===== src/rtl/mem_port_arbiter.sv =====
// Arbitrates a single shared memory port between an instruction-fetch requester
// and a data requester, favouring data but bounding how long fetch can be starved.
module mem_port_arbiter #(
   parameter int STARVE_LIMIT = 4
) (
   input  logic        clk,
   input  logic        rst,
   input  logic [31:0] imem_addr,
   input  logic [3:0]  imem_rmask,
   output logic [31:0] imem_rdata,
   output logic        imem_resp,
   input  logic [31:0] dmem_addr,
   input  logic [3:0]  dmem_rmask,
   input  logic [3:0]  dmem_wmask,
   input  logic [31:0] dmem_wdata,
   output logic [31:0] dmem_rdata,
   output logic        dmem_resp,
   output logic [31:0] mem_addr,
   output logic [3:0]  mem_rmask,
   output logic [3:0]  mem_wmask,
   output logic [31:0] mem_wdata,
   input  logic [31:0] mem_rdata,
   input  logic        mem_resp
);

   localparam int CW = $clog2(STARVE_LIMIT + 2);
   localparam logic [CW-1:0] LIMIT = CW'(STARVE_LIMIT);

   typedef enum logic [1:0] {IDLE, IBUSY, DBUSY} state_t;

   state_t        state_reg, state_next;
   logic [CW-1:0] starve_reg, starve_next;
   logic [31:0]   addr_reg, addr_next;
   logic [31:0]   wdata_reg, wdata_next;
   logic [3:0]    rmask_reg, rmask_next;
   logic [3:0]    wmask_reg, wmask_next;

   logic i_req, d_req, grant_i, grant_d, busy;

   assign i_req = |imem_rmask;
   assign d_req = (|dmem_rmask) | (|dmem_wmask);

   always_ff @(posedge clk or negedge rst) begin
      if (!rst) begin
         state_reg  <= IDLE;
         starve_reg <= '0;
         addr_reg   <= '0;
         wdata_reg  <= '0;
         rmask_reg  <= '0;
         wmask_reg  <= '0;
      end else begin
         state_reg  <= state_next;
         starve_reg <= starve_next;
         addr_reg   <= addr_next;
         wdata_reg  <= wdata_next;
         rmask_reg  <= rmask_next;
         wmask_reg  <= wmask_next;
      end
   end

   // Returning to IDLE on completion and sampling only there gives the
   // mandatory idle cycle between back-to-back grants for free.
   always_comb begin
      state_next  = state_reg;
      starve_next = starve_reg;
      addr_next   = addr_reg;
      wdata_next  = wdata_reg;
      rmask_next  = rmask_reg;
      wmask_next  = wmask_reg;
      grant_i     = 1'b0;
      grant_d     = 1'b0;
      case (state_reg)
         IDLE: begin
            if (d_req && !(i_req && starve_reg == LIMIT)) begin
               grant_d = 1'b1;
            end else if (i_req) begin
               grant_i = 1'b1;
            end
            if (grant_d) begin
               state_next = DBUSY;
               addr_next  = dmem_addr;
               rmask_next = dmem_rmask;
               wmask_next = dmem_wmask;
               wdata_next = dmem_wdata;
               if (!i_req) begin
                  starve_next = '0;
               end else if (starve_reg != LIMIT) begin
                  starve_next = starve_reg + CW'(1);
               end
            end
            if (grant_i) begin
               state_next  = IBUSY;
               addr_next   = imem_addr;
               rmask_next  = imem_rmask;
               wmask_next  = '0;
               wdata_next  = '0;
               starve_next = '0;
            end
         end
         IBUSY: begin
            if (mem_resp) state_next = IDLE;
         end
         DBUSY: begin
            if (mem_resp) state_next = IDLE;
         end
         default: state_next = IDLE;
      endcase
   end

   assign busy      = (state_reg != IDLE);
   assign mem_addr  = busy ? addr_reg  : '0;
   assign mem_rmask = busy ? rmask_reg : '0;
   assign mem_wmask = busy ? wmask_reg : '0;
   assign mem_wdata = busy ? wdata_reg : '0;

   assign imem_resp  = (state_reg == IBUSY) && mem_resp;
   assign dmem_resp  = (state_reg == DBUSY) && mem_resp;
   assign imem_rdata = mem_rdata;
   assign dmem_rdata = mem_rdata;

endmodule


===== config.mk =====
export PLATFORM = sky130hd
export DESIGN_NAME = mem_port_arbiter
export DESIGN_NICKNAME = d
export VERILOG_FILES = /design/src/rtl/mem_port_arbiter.sv
export SDC_FILE = /design/constraint.sdc
export NUM_CORES = 1
export LEC_CHECK = 0
export ABC_AREA = 0
export CAP_MARGIN = 30
export CORE_MARGIN = 10
export CORE_UTILIZATION = 40
export DETAILED_ROUTE_END_ITERATION = 10
export MAX_ROUTING_LAYER = met4
export PLACE_DENSITY = 0.88
export SYNTH_ARGS = -nofsm -noshare
export SYNTH_HDL_FRONTEND = slang
export SYNTH_SLANG_ARGS = --single-unit

===== constraint.sdc =====
create_clock -name clk -period 6.4 [get_ports clk]
set_clock_uncertainty 0.2 [all_clocks]
set_input_delay 1.6 -clock clk [delete_from_list [all_inputs] [get_ports clk]]
set_output_delay 1.6 -clock clk [all_outputs]
set_load 0.03 [all_outputs]

* After elaboration in Yosys (flattened, before gate mapping)
Cells that the tools add are included.
** Word-level totals
- Output and inout port bits :: 138
- Input bits :: 143
- Word-level logic and storage cells :: 55
- Flip-flop bits (word level) :: 77
** Operators by class
- Multiplexer cells :: 25
- Reduce and logical (&&, ||, !) cells :: 15
- Equality and inequality tests :: 7
- Bitwise logic cells :: 1
- Add/sub/neg operators :: 1
** Operator list (count)
- 32-bit two-way mux :: 6
- 4-bit two-way mux :: 6
- 3-bit two-way mux :: 4
- 4-bit OR reduction :: 3
- 2-bit two-way mux :: 3
- 3-bit inequality test (second input constant) :: 2
- 1-bit two-way mux :: 5
- 1-bit logical AND :: 4
- 2-bit case mux with 2 select lines :: 1
- 2-bit AND reduction :: 2
- 2-bit nonzero test :: 2
- 3-bit by 1-bit adder with 3-bit output (second input constant) :: 1
- 3-bit equality test (second input constant) :: 1
- 3-bit by 1-bit inequality test with 1-bit output (second input constant) :: 1
- 3-bit AND reduction :: 1
- 2-bit by 1-bit equality test with 1-bit output (second input constant) :: 1
- 2-bit equality test (second input constant) :: 1
- 2-bit logical NOT :: 1
- 2-bit by 1-bit inequality test with 1-bit output (second input constant) :: 1
- 2-bit OR reduction :: 1
- 1-bit logical NOT :: 1
- 1-bit bitwise OR :: 1

* Logic depth before layout (Yosys ltp)
Gate-level depths: netlist of the first run.
- Depth after elaboration :: 9
- Mapped depth :: 8
- Gate-level depth less buffers :: 6

* Worst setup path before layout of the first run
No wires, ideal clock.
- Kind :: input port to output port
- From :: input mem_resp
- To :: output dmem_resp
- Arrival time :: 1881 ps
- Data required time :: 4600 ps
- Slack :: 2719 ps
- Stages :: 1
- Cell sequence :: and2_1
** On the way
- Longest elaborated chain between the ends :: 1
** Ends and longest elaborated chain
- start: declaration :: RTL line 23 : input logic mem_resp
- 1-bit logical AND :: RTL line 117 : assign dmem_resp = (state_reg == DBUSY) && mem_resp;
- end: declaration :: RTL line 17 : output logic dmem_resp,
Every way passes these cells.

* Worst setup path after layout of the first run
Ends and elaborated chain as after synthesis.

==> parameters.txt, run 1 <==
Parameter                              Value

Die
  Starting utilization of the core area ... 0.415
  Ports ... about 280
  Die height ... roughly 120 um
  Floorplan die area ... around 15,000 sq um
  Core region area ... between 10,000 and 15,000 sq um
  Number of standard-cell rows in the floorplan ... 37
  Floorplan die width ... 124 um

Drt
  Total via count in the routed design ... ~3.5k
  Overall routed net length ... around 12,000 um
  Number of nets with antenna violations after routing ... 0
  Vias per std cell ... between 5 and 6
  Count of routing violations after the opening detailed-route iteration ... 273
  Remaining DRCs ... 0
  Detailed-route wire length per cell ... roughly 19 um
  Number of iterations in the first detailed-routing pass ... 4

Cells and area
  Share of post-route cells with drive strength above 1 ... 0.119
  Share of the core filled with cells ... 0.576
  Nets@finish ... approximately 660
  Antenna diode count ... 0
  Count of fill cells added during filler insertion ... 862
  Layout overhead on the synthesized area ... 38.8%
  Reg area ... just under 2000 sq um
  Multi-input gate area ... between 1500 and 2000 sq um

Synthesis
  Top cells by area, synth ... sky130_fd_sc_hd__dfrtp_1 (44%), sky130_fd_sc_hd__buf_4 (11%), sky130_fd_sc_hd__nor2b_1 (11%)
  Mapped Area ... 4340 sq um
  Number of different library cells in the post-synthesis netlist ... 33
  Seq cells post-synth ... between 70 and 80
  Top-area cell type share of the netlist area ... 0.444
  Yosys top cell by area ... sky130_fd_sc_hd__dfrtp_1
  Yosys warning total ... 0
  Post-Syn Area per Cell ... approximately 11 sq um
  Post-synthesis net count ... 554
  Synth Instances ... just over 400
  Sequential-to-total area share from yosys stat ... 0.444

STA
  Final number of hold-violating endpoints ... 0
  Final period demand of the worst path ... roughly 4.7 ns
  Max-slew violation total from the final report ... 0
  Top achievable clock speed ... 212 MHz
  Share of the clock period used by the worst path ... 0.738
  Unrepaired setup endpoints after global routing ... no
  Setup-violating endpoint count in the final report ... 0
  Post-route setup slack ... approximately 1.7 ns
  Worst-margin pin slew ... 0.945 ns
  Worst slew margin ... 0.370
  Final hold slack ... roughly 0.30 ns
  Accumulated negative setup slack ... 0 ns

Global route
  Overall global routing resource usage ... 0.162
  Largest net degree at the start of global routing ... between 70 and 80
  Via count of the first global-routing pass ... 3,834
  Number of antenna violations at the first check in global routing ... 0
  Global-route wire length before repair ... about 20,000 um
  Remaining global-route overflow ... 0

Setup path
  Worst EP required ... roughly 4.6 ns
  Setup crit end kind ... output port
  FF-to-FF End ... wdata_reg[28]
  Kind of launch point of the worst setup path ... input pin
  Cells on worst reg2reg path ... 6
  Beginning of the worst register-to-register path ... state_reg[0]
  Arrival time of data at the critical path endpoint ... just under 3 ns
  WS Path Type ... in2out
  Setup slack, reg-to-reg ... about 3.2 ns
  Top fanout value on the critical path ... 3

Clock network
  TritonCTS clock tree ... yes
  Number of buffers created by CTS ... 9
  Number of setup buffers added after CTS ... 0
  Cell chosen for the clock root ... sky130_fd_sc_hd__clkbuf_8
  Hold Buf Count CTS ... 0
  Clock sink count ... 77
  Count of instances resized after the clock tree is built ... 0
  H-tree depth reported by CTS ... 3
  Clock network latency to the later pin of the worst-skew pair ... 0.33 ns
  Longest Clk Path Bufs ... 2
  Clock Pin Slew Worst Setup and Hold Paths ... around 0.08 ns

Worst hold path
  Worst Hold Launch ... wdata_reg[17]
  Endpoint, Worst Hold ... wdata_reg[17]
  Hold path depth ... 1
  Hold/Removal Path Class ... reg2reg

Place
  Sum of net half-perimeters after detailed placement ... approximately 9200 um
  # port buffers ... ~180
  Worst setup timing slack at the placement stage ... 1.66 ns
  Routability congestion estimate ... a little over 0.8

Job
  Total of max-cap violations ... 0

Pwr
  Standby leakage power ... 2.38 nW
  Total power divided by cell area ... 575 nW/um^2
  IR Drop Worst-Case VDD ... between 0.3 and 0.4 mV

Status
  Result of the run ... finished, final reports clean
[worst max-delay path by stage]
stage	start	endpoint	slack, ns	depth (start not counted)
after detailed placement	mem_resp	dmem_resp	1.66	3
after global routing	state_reg[0]	mem_wdata[20]	1.56	5
after floorplan	mem_resp	dmem_resp	2.72	1
after global placement	mem_resp	dmem_resp	1.67	3
after CTS	mem_resp	dmem_resp	1.66	3
final	mem_resp	dmem_resp	1.67	3
[power by group]
group          internal (mW)  switching, mW  leakage [nW]
sequential             0.733          0.123         0.908
clock                  0.222          0.185         0.110
combinational          0.992           1.21          1.36
total                   1.95           1.51          2.38
[routing by layer]
layer | share of wire | global-route usage
met5 | 0 | -
met4 | 0.018 | 0.0561
met3 | 0.092 | 0.0502
met2 | 0.47 | 0.261
met1 | 0.42 | 0.188
[cell families (layout without fill, tap and decap cells)]
family | count (synthesis) | after routing | synth area share
compound gates | 98 | 98 | 0.210
flops | 77 | 77 | 0.444
fa+ha+maj | 5 | 5 | 0.0144
buf+inv | 96 | 209 | 0.148
simple gates | 130 | 130 | 0.184
[critical path: stages]
cell	delay (ns)
sky130_fd_sc_hd__clkdlybuf4s50_1	0.51
sky130_fd_sc_hd__and2_1	0.15
sky130_fd_sc_hd__clkdlybuf4s50_1	0.67
[Yosys cell counts (all sizes together)]
| cell | count |
|---|---|
| buf | 79 |
| dfrtp | 77 |
| nor2b | 73 |
| a22o | 37 |
| o221a | 32 |
| nand2b | 30 |
| clkbuf | 13 |
| nand2 | 8 |
| o21ai | 8 |
| o22ai | 6 |
| ha | 5 |
| o31ai | 5 |
| a22oi | 4 |
| inv | 4 |
| nand3 | 4 |
| a21oi | 3 |
| and2 | 3 |
| or4 | 3 |
| nor2 | 2 |
| or2b | 2 |
| a21boi | 1 |
| a31oi | 1 |
| nand3b | 1 |
| nand4 | 1 |
| nor4 | 1 |
| o21bai | 1 |
| or2 | 1 |
| or3 | 1 |
[stage by stage]
stage	total power [mW]	std cells	instance area (sq um)
5_1_grt	3.69	655	6020
2_1_floorplan	2.38	406	4340
4_1_cts	3.50	654	6000
3_3_place_gp	3.01	637	5750
3_5_place_dp	3.08	638	5770
6_report	3.46	655	6020
[final cells by class]
class,instances,area share
flip-flops and latches,77,0.320
repair buffers,189,0.318
multi-input cells,233,0.294
well taps,136,0.0282
clock buffers,9,0.0206
clock inverters,7,0.0164
inverters,4,0.00249
[cell usage in the layout (no fill, tap or decap), types with 3 or more instances in the layout]
| cell type | netlist | routed |
|---|---|---|
| sky130_fd_sc_hd__clkdlybuf4s50_1 | 0 | 183 |
| sky130_fd_sc_hd__dfrtp_1 | 77 | 77 |
| sky130_fd_sc_hd__nor2b_1 | 73 | 73 |
| sky130_fd_sc_hd__a22o_1 | 37 | 37 |
| sky130_fd_sc_hd__o221a_2 | 32 | 32 |
| sky130_fd_sc_hd__nand2b_1 | 30 | 30 |
| sky130_fd_sc_hd__clkbuf_8 | 0 | 9 |
| sky130_fd_sc_hd__nand2_1 | 8 | 8 |
| sky130_fd_sc_hd__o21ai_0 | 7 | 7 |
| sky130_fd_sc_hd__o22ai_1 | 6 | 6 |
| sky130_fd_sc_hd__inv_1 | 4 | 4 |
| sky130_fd_sc_hd__nand3_1 | 4 | 4 |
| sky130_fd_sc_hd__o31ai_1 | 4 | 4 |
| sky130_fd_sc_hd__a22oi_1 | 4 | 4 |
| sky130_fd_sc_hd__ha_1 | 5 | 4 |
| sky130_fd_sc_hd__buf_4 | 64 | 4 |
| sky130_fd_sc_hd__and2_1 | 3 | 3 |
| sky130_fd_sc_hd__a21oi_1 | 3 | 3 |
(Power assumes the default switching activity.)
==> run 2: changes to the inputs <==
CORE_UTILIZATION = 37   (was 40)
PLACE_DENSITY = 0.82   (was 0.88)
clock period = 4.7 ns   (was 6.4 ns; I/O delays follow)
==> run 2 against run 1 <==
Against the previous run: final area is 0.96% higher; critical path type is now reg2out; core utilization is 4.5 points lower; highest routed layer unchanged; wire length is 1.4% higher.
==> parameters.txt, run 2 (synthesis gave the netlist of run 1 again) <==
Parameter                              Value

Clock network
  Number of setup buffers added after CTS ... 0
  Hold Buf Count CTS ... 0
  Count of instances resized after the clock tree is built ... 0
  Clock sink count ... 77
  Clock Pin Slew Worst Setup and Hold Paths ... roughly 0.060 ns
  TritonCTS clock tree ... yes
  Number of buffers created by CTS ... 9
  Longest Clk Path Bufs ... 2
  Cell chosen for the clock root ... sky130_fd_sc_hd__clkbuf_16
  H-tree depth reported by CTS ... 3
  Clock network latency to the later pin of the worst-skew pair ... 0.33 ns

Drt
  Total via count in the routed design ... 3,461
  Remaining DRCs ... 0
  Number of iterations in the first detailed-routing pass ... 4
  Number of nets with antenna violations after routing ... 0
  Count of routing violations after the opening detailed-route iteration ... between 150 and 200
  Overall routed net length ... approximately 13,000 um
  Vias per std cell ... 5.22
  Detailed-route wire length per cell ... about 19 um

Global route
  Remaining global-route overflow ... 0
  Overall global routing resource usage ... 0.150
  Largest net degree at the start of global routing ... 78
  Global-route wire length before repair ... approximately 20,000 um
  Number of antenna violations at the first check in global routing ... 0
  Via count of the first global-routing pass ... 3,784

Die
  Ports ... roughly 280
  Starting utilization of the core area ... 0.379
  Die height ... approximately 130 um
  Floorplan die area ... 16,500 sq um
  Floorplan die width ... roughly 130 um
  Number of standard-cell rows in the floorplan ... 39
  Core region area ... 11,500 sq um

Cells and area
  Layout overhead on the synthesized area ... 40.1%
  Antenna diode count ... 0
  Most used cells in the layout excluding fill and tap cells ... sky130_fd_sc_hd__clkdlybuf4s50_1 (183), sky130_fd_sc_hd__dfrtp_1 (77), sky130_fd_sc_hd__nor2b_1 (73)
  Share of the core filled with cells ... 0.530
  Most common library cell in the layout ignoring fill and taps ... sky130_fd_sc_hd__clkdlybuf4s50_1
  Nets@finish ... between 600 and 700
  Final standard cell count with taps included and fillers excluded ... around 660
  Count of fill cells added during filler insertion ... between 900 and 1k
  Share of post-route cells with drive strength above 1 ... 0.119
  Design area ... about 6100 sq um

Place
  Sum of net half-perimeters after detailed placement ... roughly 9400 um
  Placed Cells incl. Taps ... 646
  # port buffers ... ~180
  Routability congestion estimate ... around 0.82
  Cell area after placement ... a little under 6000 sq um
  Worst setup timing slack at the placement stage ... between 0.8 and 0.9 ns

STA
  Worst slew margin ... 0.347
  Accumulated negative setup slack ... 0 ns
  Max-slew violation total from the final report ... 0
  Setup-violating endpoint count in the final report ... 0
  Post-route setup slack ... approximately 0.82 ns
  Final period demand of the worst path ... 3.88 ns
  Top achievable clock speed ... ~260 MHz
  Unrepaired setup endpoints after global routing ... no
  Final number of hold-violating endpoints ... 0
  Share of the clock period used by the worst path ... 0.826
  Final hold slack ... approximately 0.30 ns
  Worst-margin pin slew ... roughly 0.98 ns

Setup path
  Dominant delay contributor by cell family on the critical path ... buffers and inverters
  Critical path's largest stage delay ... 0.62 ns
  Setup crit end kind ... output port
  Worst EP required ... roughly 3.3 ns
  Chain of cells forming the critical path ... inv_1 > ha_2 > buf_12 > nor2b_1 > clkdlybuf4s50_1
  Combined buffer and inverter count along the critical path ... 3
  Setup slack, reg-to-reg ... 1.77 ns
  Kind of launch point of the worst setup path ... flip-flop
  Arrival time of data at the critical path endpoint ... 2.51 ns
  WS Path Type ... reg2out
  Slowest cell on crit path ... sky130_fd_sc_hd__ha_2
  Top fanout value on the critical path ... slightly below 60

Job
  Total of max-cap violations ... 0

Worst hold path
  Hold/Removal Path Class ... reg2reg

Status
  Result of the run ... finished, final reports clean

Pwr
  Total power consumption of the routed design ... roughly 4.8 mW
  Total power divided by cell area ... about 790 nW/um^2
  Standby leakage power ... ~2.4 nW
  IR Drop Worst-Case VDD ... 0.397 mV
## run 2: worst paths after layout
kind	to	cells after the start	start
setup / recovery	mem_wdata[26]	5	state_reg[0]
hold / removal	wmask_reg[2]	1	wmask_reg[2]
setup reg to reg	wdata_reg[9]	6	state_reg[0]
hold reg to reg	wmask_reg[2]	1	wmask_reg[2]
max in group asynchronous	addr_reg[11]	2	rst
min in group asynchronous	wdata_reg[4]	1	rst
## run 2: per-layer routing
| layer | routed length, um | GRT usage | vias up |
|---|---|---|---|
| li1 | - | - | 1584 |
| met1 | 5450 | 0.178 | 1669 |
| met2 | 5760 | 0.229 | 176 |
| met3 | 1120 | 0.0484 | 32 |
| met4 | 305 | 0.0656 | 0 |
| met5 | 0 | - | - |
## run 2: worst reg2reg max path: stages (launching register included)
cell,delay (ns)
sky130_fd_sc_hd__dfrtp_1,0.38
sky130_fd_sc_hd__inv_1,0.10
sky130_fd_sc_hd__ha_2,0.62
sky130_fd_sc_hd__buf_12,0.34
sky130_fd_sc_hd__o21ai_4,0.15
sky130_fd_sc_hd__a31oi_4,0.78
sky130_fd_sc_hd__a22o_1,0.28
## run 2: area by class of cell
class	count	area [sq um]	share of cell area
Sequential cell	77	1930	0.317
Timing Repair Buffer	190	1910	0.314
Multi-Input combinational cell	233	1770	0.292
Clock buffer	12	256	0.0422
Tap cell	143	179	0.0294
Clock inverter	4	22.5	0.00370
Inverter	4	15.0	0.00247
## run 2: where the power goes
| part | switching, mW | internal [mW] |
|---|---|---|
| clock network | 0.260 | 0.384 |
| logic | 1.66 | 1.36 |
| registers | 0.167 | 1.00 |
